### src/rtl/ps2_arcade_keymap_pkg.sv
// MCR1 keyboard-to-arcade button map.
// Button bit indices, scan codes and the decode helper.
package mcr_keys_pkg;

  localparam int BTN_W = 18;

  localparam int BTN_UP     = 0;
  localparam int BTN_DOWN   = 1;
  localparam int BTN_LEFT   = 2;
  localparam int BTN_RIGHT  = 3;
  localparam int BTN_FIREA  = 4;
  localparam int BTN_FIREB  = 5;
  localparam int BTN_FIREC  = 6;
  localparam int BTN_START1 = 7;
  localparam int BTN_START2 = 8;
  localparam int BTN_COIN1  = 9;
  localparam int BTN_COIN2  = 10;
  localparam int BTN_UP2    = 11;
  localparam int BTN_DOWN2  = 12;
  localparam int BTN_LEFT2  = 13;
  localparam int BTN_RIGHT2 = 14;
  localparam int BTN_FIRE2A = 15;
  localparam int BTN_FIRE2B = 16;
  localparam int BTN_TILT   = 17;

  // P2 third fire has no slot of its own in the
  // 18-bit vector; it shares the second P2 fire bit.
  localparam int BTN_FIRE2C = BTN_FIRE2B;

  localparam logic [7:0] SC_UP     = 8'h75;
  localparam logic [7:0] SC_DOWN   = 8'h72;
  localparam logic [7:0] SC_LEFT   = 8'h6B;
  localparam logic [7:0] SC_RIGHT  = 8'h74;
  localparam logic [7:0] SC_FIREA  = 8'h14;
  localparam logic [7:0] SC_FIREB  = 8'h11;
  localparam logic [7:0] SC_FIREC  = 8'h29;
  localparam logic [7:0] SC_START1 = 8'h05;
  localparam logic [7:0] SC_1      = 8'h16;
  localparam logic [7:0] SC_START2 = 8'h06;
  localparam logic [7:0] SC_2      = 8'h1E;
  localparam logic [7:0] SC_ENTER  = 8'h5A;
  localparam logic [7:0] SC_COIN1  = 8'h76;
  localparam logic [7:0] SC_5      = 8'h2E;
  localparam logic [7:0] SC_COIN2  = 8'h36;
  localparam logic [7:0] SC_UP2    = 8'h2D;
  localparam logic [7:0] SC_DOWN2  = 8'h2B;
  localparam logic [7:0] SC_LEFT2  = 8'h23;
  localparam logic [7:0] SC_RIGHT2 = 8'h34;
  localparam logic [7:0] SC_FIRE2A = 8'h1C;
  localparam logic [7:0] SC_FIRE2B = 8'h1B;
  localparam logic [7:0] SC_FIRE2C = 8'h15;
  localparam logic [7:0] SC_TILT   = 8'h0D;

  typedef logic [BTN_W-1:0] btn_t;

  typedef struct packed {
    logic       toggle;
    logic       pressed;
    logic       ext;
    logic [7:0] code;
  } ps2_ev_t;

  function automatic btn_t bit_mask(input int idx);
    btn_t m;
    m = '0;
    m[idx] = 1'b1;
    return m;
  endfunction

  // One-hot button mask for a scan code, zero when unmapped.
  function automatic btn_t key_map(input logic ext,
                                   input logic [7:0] code);
    btn_t m;
    m = '0;
    unique case (code)
      SC_UP:     m = bit_mask(BTN_UP);
      SC_DOWN:   m = bit_mask(BTN_DOWN);
      SC_LEFT:   m = bit_mask(BTN_LEFT);
      SC_RIGHT:  m = bit_mask(BTN_RIGHT);
      SC_FIREA:  m = bit_mask(BTN_FIREA);
      SC_FIREB:  m = bit_mask(BTN_FIREB);
      SC_FIREC:  m = bit_mask(BTN_FIREC);
      SC_START1: m = bit_mask(BTN_START1);
      SC_1:      m = bit_mask(BTN_START1);
      SC_START2: m = bit_mask(BTN_START2);
      SC_2:      m = bit_mask(BTN_START2);
      SC_ENTER:  m = ext ? bit_mask(BTN_START2)
                         : bit_mask(BTN_START1);
      SC_COIN1:  m = bit_mask(BTN_COIN1);
      SC_5:      m = bit_mask(BTN_COIN1);
      SC_COIN2:  m = bit_mask(BTN_COIN2);
      SC_UP2:    m = bit_mask(BTN_UP2);
      SC_DOWN2:  m = bit_mask(BTN_DOWN2);
      SC_LEFT2:  m = bit_mask(BTN_LEFT2);
      SC_RIGHT2: m = bit_mask(BTN_RIGHT2);
      SC_FIRE2A: m = bit_mask(BTN_FIRE2A);
      SC_FIRE2B: m = bit_mask(BTN_FIRE2B);
      SC_FIRE2C: m = bit_mask(BTN_FIRE2C);
      SC_TILT:   m = bit_mask(BTN_TILT);
      default:   m = '0;
    endcase
    return m;
  endfunction

endpackage

### src/rtl/ps2_arcade_keymap_if.sv
// Keyboard/video side bundle of the arcade keymap.
// master drives ps2_key/vs/clear, slave returns btn.
interface ps2_arcade_keymap_if;
  import mcr_keys_pkg::*;

  logic [10:0] ps2_key;
  logic        vs;
  logic        clear;
  btn_t        btn;
  logic        key_event;

  modport master (
    output ps2_key,
    output vs,
    output clear,
    input  btn,
    input  key_event
  );

  modport slave (
    input  ps2_key,
    input  vs,
    input  clear,
    output btn,
    output key_event
  );

endinterface

### src/rtl/ps2_arcade_keymap_coin_stretch.sv
// Coin pulse stretcher: a press keeps the coin line
// high for at least COIN_FRAMES frame ticks.
module coin_stretch #(
  parameter int COIN_FRAMES = 3,
  parameter int CNT_W       = 4
) (
  input  logic clk_sys,
  input  logic reset,
  input  logic clear,
  input  logic press_ev,
  input  logic held,
  input  logic tick,
  output logic out
);

  localparam logic [CNT_W-1:0] LOAD = CNT_W'(COIN_FRAMES);

  logic [CNT_W-1:0] cnt_q;
  logic [CNT_W-1:0] cnt_d;
  logic             busy;

  assign busy = (cnt_q != '0);

  // Load on press, count down on frame ticks.
  always_comb begin
    cnt_d = cnt_q;
    if (press_ev)
      cnt_d = LOAD;
    else if (tick && busy)
      cnt_d = cnt_q - 1'b1;
  end

  // Frame counter register.
  always_ff @(posedge clk_sys) begin
    if (reset || clear)
      cnt_q <= '0;
    else
      cnt_q <= cnt_d;
  end

  assign out = held | busy;

endmodule

### src/rtl/ps2_arcade_keymap.sv
// PS/2 make/break decoder to held arcade buttons
// with frame-stretched coin outputs.
module ps2_arcade_keymap
  import mcr_keys_pkg::*;
#(
  parameter int COIN_FRAMES = 3,
  parameter int CNT_W       = 4
) (
  input logic                clk_sys,
  input logic                reset,
  ps2_arcade_keymap_if.slave bus
);

  ps2_ev_t ev_in;
  logic    tog_q;
  logic    vs_d;
  logic    ev;
  logic    mapped;
  logic    vs_rise;
  btn_t    mask;
  btn_t    held_q;
  btn_t    held_d;
  logic    key_event_q;
  logic    coin1_press;
  logic    coin2_press;
  logic    coin1_out;
  logic    coin2_out;
  btn_t    btn_c;

  assign ev_in   = ps2_ev_t'(bus.ps2_key);
  assign ev      = ev_in.toggle ^ tog_q;
  assign mask    = key_map(ev_in.ext, ev_in.code);
  assign mapped  = |mask;
  assign vs_rise = bus.vs & ~vs_d;

  // Toggle tracker and vsync delay follow inputs every cycle.
  always_ff @(posedge clk_sys) begin
    tog_q <= ev_in.toggle;
    vs_d  <= bus.vs;
  end

  // Apply an accepted event to the held key set.
  always_comb begin
    held_d = held_q;
    if (ev && mapped) begin
      if (ev_in.pressed)
        held_d = held_q | mask;
      else
        held_d = held_q & ~mask;
    end
  end

  // Held keys and event pulse; clear drops everything.
  always_ff @(posedge clk_sys) begin
    if (reset || bus.clear) begin
      held_q      <= '0;
      key_event_q <= 1'b0;
    end else begin
      held_q      <= held_d;
      key_event_q <= ev & mapped;
    end
  end

  assign coin1_press = ev & ev_in.pressed & mask[BTN_COIN1];
  assign coin2_press = ev & ev_in.pressed & mask[BTN_COIN2];

  coin_stretch #(
    .COIN_FRAMES (COIN_FRAMES),
    .CNT_W       (CNT_W)
  ) u_coin1 (
    .clk_sys  (clk_sys),
    .reset    (reset),
    .clear    (bus.clear),
    .press_ev (coin1_press),
    .held     (held_q[BTN_COIN1]),
    .tick     (vs_rise),
    .out      (coin1_out)
  );

  coin_stretch #(
    .COIN_FRAMES (COIN_FRAMES),
    .CNT_W       (CNT_W)
  ) u_coin2 (
    .clk_sys  (clk_sys),
    .reset    (reset),
    .clear    (bus.clear),
    .press_ev (coin2_press),
    .held     (held_q[BTN_COIN2]),
    .tick     (vs_rise),
    .out      (coin2_out)
  );

  // Coin bits come from the stretchers, the rest as held.
  always_comb begin
    btn_c            = held_q;
    btn_c[BTN_COIN1] = coin1_out;
    btn_c[BTN_COIN2] = coin2_out;
  end

  assign bus.btn       = btn_c;
  assign bus.key_event = key_event_q;

endmodule

### src/flat_wrapper.sv
// flat-port wrapper written by rule: the top's interface ports become plain ports
module ps2_arcade_keymap_flat import mcr_keys_pkg::*;
#(
  parameter int COIN_FRAMES = 3,
  parameter int CNT_W       = 4
)
  (clk_sys, reset, bus_ps2_key, bus_vs, bus_clear, bus_btn, bus_key_event);
  ps2_arcade_keymap_if bus_i ();
  input logic clk_sys;
  input logic reset;
  input wire logic [$bits(bus_i.ps2_key)-1:0] bus_ps2_key;
  input wire logic [$bits(bus_i.vs)-1:0] bus_vs;
  input wire logic [$bits(bus_i.clear)-1:0] bus_clear;
  output wire logic [$bits(bus_i.btn)-1:0] bus_btn;
  output wire logic [$bits(bus_i.key_event)-1:0] bus_key_event;
  assign bus_i.ps2_key = bus_ps2_key;
  assign bus_i.vs = bus_vs;
  assign bus_i.clear = bus_clear;
  assign bus_btn = bus_i.btn;
  assign bus_key_event = bus_i.key_event;
  ps2_arcade_keymap #(.COIN_FRAMES(COIN_FRAMES), .CNT_W(CNT_W)) u_core (.clk_sys(clk_sys), .reset(reset), .bus(bus_i));
endmodule
### config.mk
export PLATFORM = sky130hd
export DESIGN_NAME = ps2_arcade_keymap_flat
export DESIGN_NICKNAME = d
export VERILOG_FILES = /design/src/rtl/ps2_arcade_keymap_pkg.sv /design/src/rtl/ps2_arcade_keymap_if.sv /design/src/rtl/ps2_arcade_keymap_coin_stretch.sv /design/src/rtl/ps2_arcade_keymap.sv /design/src/flat_wrapper.sv
export SDC_FILE = /design/constraint.sdc
export NUM_CORES = 1
export LEC_CHECK = 0
export CORE_MARGIN = 1
export CORE_UTILIZATION = 35
export CTS_BUF_LIST = sky130_fd_sc_hd__clkbuf_16
export CTS_CLUSTER_DIAMETER = 50
export DETAILED_ROUTE_END_ITERATION = 16
export PLACE_DENSITY = 0.64
export SYNTH_ARGS = -nofsm -noshare
export SYNTH_HDL_FRONTEND = slang
export SYNTH_HIERARCHICAL = 1
export SYNTH_SLANG_ARGS = --single-unit
### constraint.sdc
create_clock -name clk_sys -period 4.3 [get_ports clk_sys]
set_input_delay 0.43 -clock clk_sys [delete_from_list [all_inputs] [get_ports clk_sys]]
set_output_delay 0.43 -clock clk_sys [all_outputs]
set_load 0.1 [all_outputs]
==> flow_summary.yaml <==
pwr:
  power-per-cell-area_nw_per_um2: 290
  static-leakage-power_uw: 0.000783
  max-vdd-ir-drop_mv: 0.226
hold_path:
  worst_hold_path_type: "reg2reg"
sta:
  totalNegativeSetupSlack_ns: 0
  max-slew-margin-rel_pct: 34.9
  final_report_hold_violation_count: 0
  fin_crit_ns: 2.70
  grt_setup_unrepaired: "no"
  final_worst_path_period_share_pct: 62.8
  pins_over_their_slew_limit: 0
  tightest_slew_ns: 0.974
  finalWorstSetupSlack_ns: 1.60
  fmax_mhz: 370
  worst_clock_skew_ns: 0.00600
  hold_slack_ns: 0.461
  setup_viol_count_final: 0
cells_and_area:
  instances_no_fill: 319
  design.final.nets: 265
  drive_gt1_share_pct: 8.43
  areaGrowthSynthToFinish_pct: 19.1
  finish.utilization_pct: 44.3
  n_antenna_cell: 0
yosys:
  ys.warnings.count: 6
  syn-instance-count: 237
  netlist.top_cell.by_area: "dfxtp_1"
  postSynthNetCount: 254
  synthFlopType: "dfxtp_1"
  syn_area_per_cell_um2: 8.17
  synth-edff-count: 0
  synth_cell_type_count: 49
  post_synth_most_frequent_cells: "29 x dfxtp_1, 26 x nor2_1, 19 x buf_4, 14 x nand3_1, 13 x nand2_1"
  ys_seq_area_share_pct: 30.0
  synth_top_cell_area_share_pct: 30.0
  synthMostInstantiatedCell: "dfxtp_1"
  ys_seq_elements: 29
  ys_async_sr_fraction_pct: 0
  syn_area_um2: 1940
  top_post_synthesis_cells_by_area: "dfxtp_1 30%, buf_4 7.4%, mux2i_1 6.2%"
outcome:
  outcome: "completed"
routing:
  antenna_left: 0
  post_drt_via_cell_ratio: 5.18
  detailroute.via_count: 1651
  drt-initial-drc-count: 124
  drt-pass1-iter-count: 4
  post_route_drc: 0
  postRouteWirelength_mm: 4.28
  routed_wire_length_per_instance_um: 13.4
cts:
  cts_tree: "done"
  cts_hold_buffers: 0
  clkTransAtPathRegs_ns: 0.05
  cts.htree.levels: 2
  post_cts_resize_count: 0
  clock_tree.buffer_depth: 2
  clockRootBuffer: "clkbuf_16"
  cts.repair_timing.setup_buffer_count: 0
  cts_inserted_buffers: 5
  clock_latency_on_the_worst_skew_pair_ns: 0.27
  cts_num_sinks: 29
floorplanning:
  pin_count: 34
  die-width_um: 76.4
  floorplan.initialDensity_pct: 37.2
  die_h_um: 76.4
  floorplan.core_area_um2: 5200
  dieArea_um2: 5830
  placementRows: 26
setup_path:
  cp_num_buf_inv: 2
  max_stage_delay_ns: 0.97
  critical_path.top_delay_family: "buffers and inverters"
  path_class: "reg2out"
  critical_path_required_ns: 3.87
  setup.worst_path.end_class: "primary output"
  crit_path_max_fanout: 3
  worst_ep_arrival_time_ns: 2.27
  startpoint_type: "flop"
  cpMaxStageDelayCell: "clkdlybuf4s50_1"
  crit_chain: "inv_1, ha_1, nor3b_1, nand2b_1, clkdlybuf4s50_1"
global_routing:
  wire_length_of_the_first_global_routing_pass_mm: 7.16
  grt_max_degree: 21
  grt.total_usage_pct: 15.3
  grt_remaining_overflow: 0
  first_global_vias: 1488
  grt_antenna_before_repair: 0
placement:
  dp.final_hpwl_mm: 3.04
  placed_cells: 311
  numPortBuffers: 33
  place_ws_ns: 1.78
  final_gp_congestion: 0.889
flow_run:
  timing.max_cap.violations: 0
worst min-delay path, delay by kind of cell, from the launching register on:
kind,cells,cell delay (ns)
DFF,1,0.30
AOI/OAI and AO/OA,1,0.06
and+or+nand+nor,1,0.05
logic make-up (layout without fill, tap and decap cells):
family | count (synthesis) | after routing | synth area share (%)
buffers and inverters | 37 | 49 | 11.1
multiplexers | 12 | 12 | 6.21
AND/OR/NAND/NOR | 115 | 115 | 36.5
AO/OA/AOI/OAI | 38 | 38 | 12.7
adder cells (fa/ha/maj) | 2 | 2 | 1.29
XOR/XNOR | 4 | 4 | 2.20
flip-flops | 29 | 29 | 30.0
power breakdown:
| part | internal [uW] | leakage [uW] | total, uW | switching [uW] |
|---|---|---|---|---|
| clock | 208 | 0.0000687 | 322 | 113 |
| combinational | 27.4 | 0.000480 | 76.0 | 48.5 |
| sequential | 271 | 0.000234 | 271 | 0.803 |
| total | 506 | 0.000783 | 669 | 163 |
worst paths after layout:
kind	startpoint	end	slack, ns	cells past startpoint
min reg2reg	flop	flop	0.46	2
min	flop	flop	0.46	2
max reg2reg	u_core/vs_d	u_core/u_coin2/cnt_q[3]	2.60	3
max	u_core/u_coin2/cnt_q[0]	bus_btn[10]	1.60	5
per-layer routing:
layer | track usage (%) | wire (um)
met5 | 0 | 0
met4 | 5.77 | 38
met3 | 4.19 | 270
met2 | 22.3 | 1870
met1 | 21.2 | 2110
per-stage QoR:
step / area [um^2] / power (uW)
floorplan: 1940 / 325
global placement: 2170 / 352
detailed placement: 2170 / 351
CTS: 2310 / 679
global route: 2310 / 702
finish: 2310 / 669
area by class of cell:
cell class | instances | area [um^2]
fill | 520 | 2900
multi-input combinational | 171 | 1140
sequential | 29 | 581
timing repair buffer | 33 | 330
clock buffer | 5 | 125
tap | 70 | 87.6
inverter | 8 | 30.0
clock inverter | 3 | 12.5
layout by cell type (no fill, tap or decap), types with 5 or more instances in the layout:
| master | Yosys | final |
|---|---|---|
| clkdlybuf4s50_1 | 0 | 33 |
| nand2b_1 | 9 | 9 |
| inv_1 | 8 | 8 |
| nand2_1 | 13 | 13 |
| dfxtp_1 | 29 | 29 |
| clkbuf_16 | 0 | 5 |
| a21oi_1 | 12 | 12 |
| nor3_1 | 7 | 7 |
| nand4_1 | 8 | 8 |
| mux2i_1 | 12 | 12 |
| nand3_1 | 14 | 14 |
| o21ai_0 | 7 | 7 |
| nor2_1 | 26 | 26 |
(Power assumes the default switching activity.)
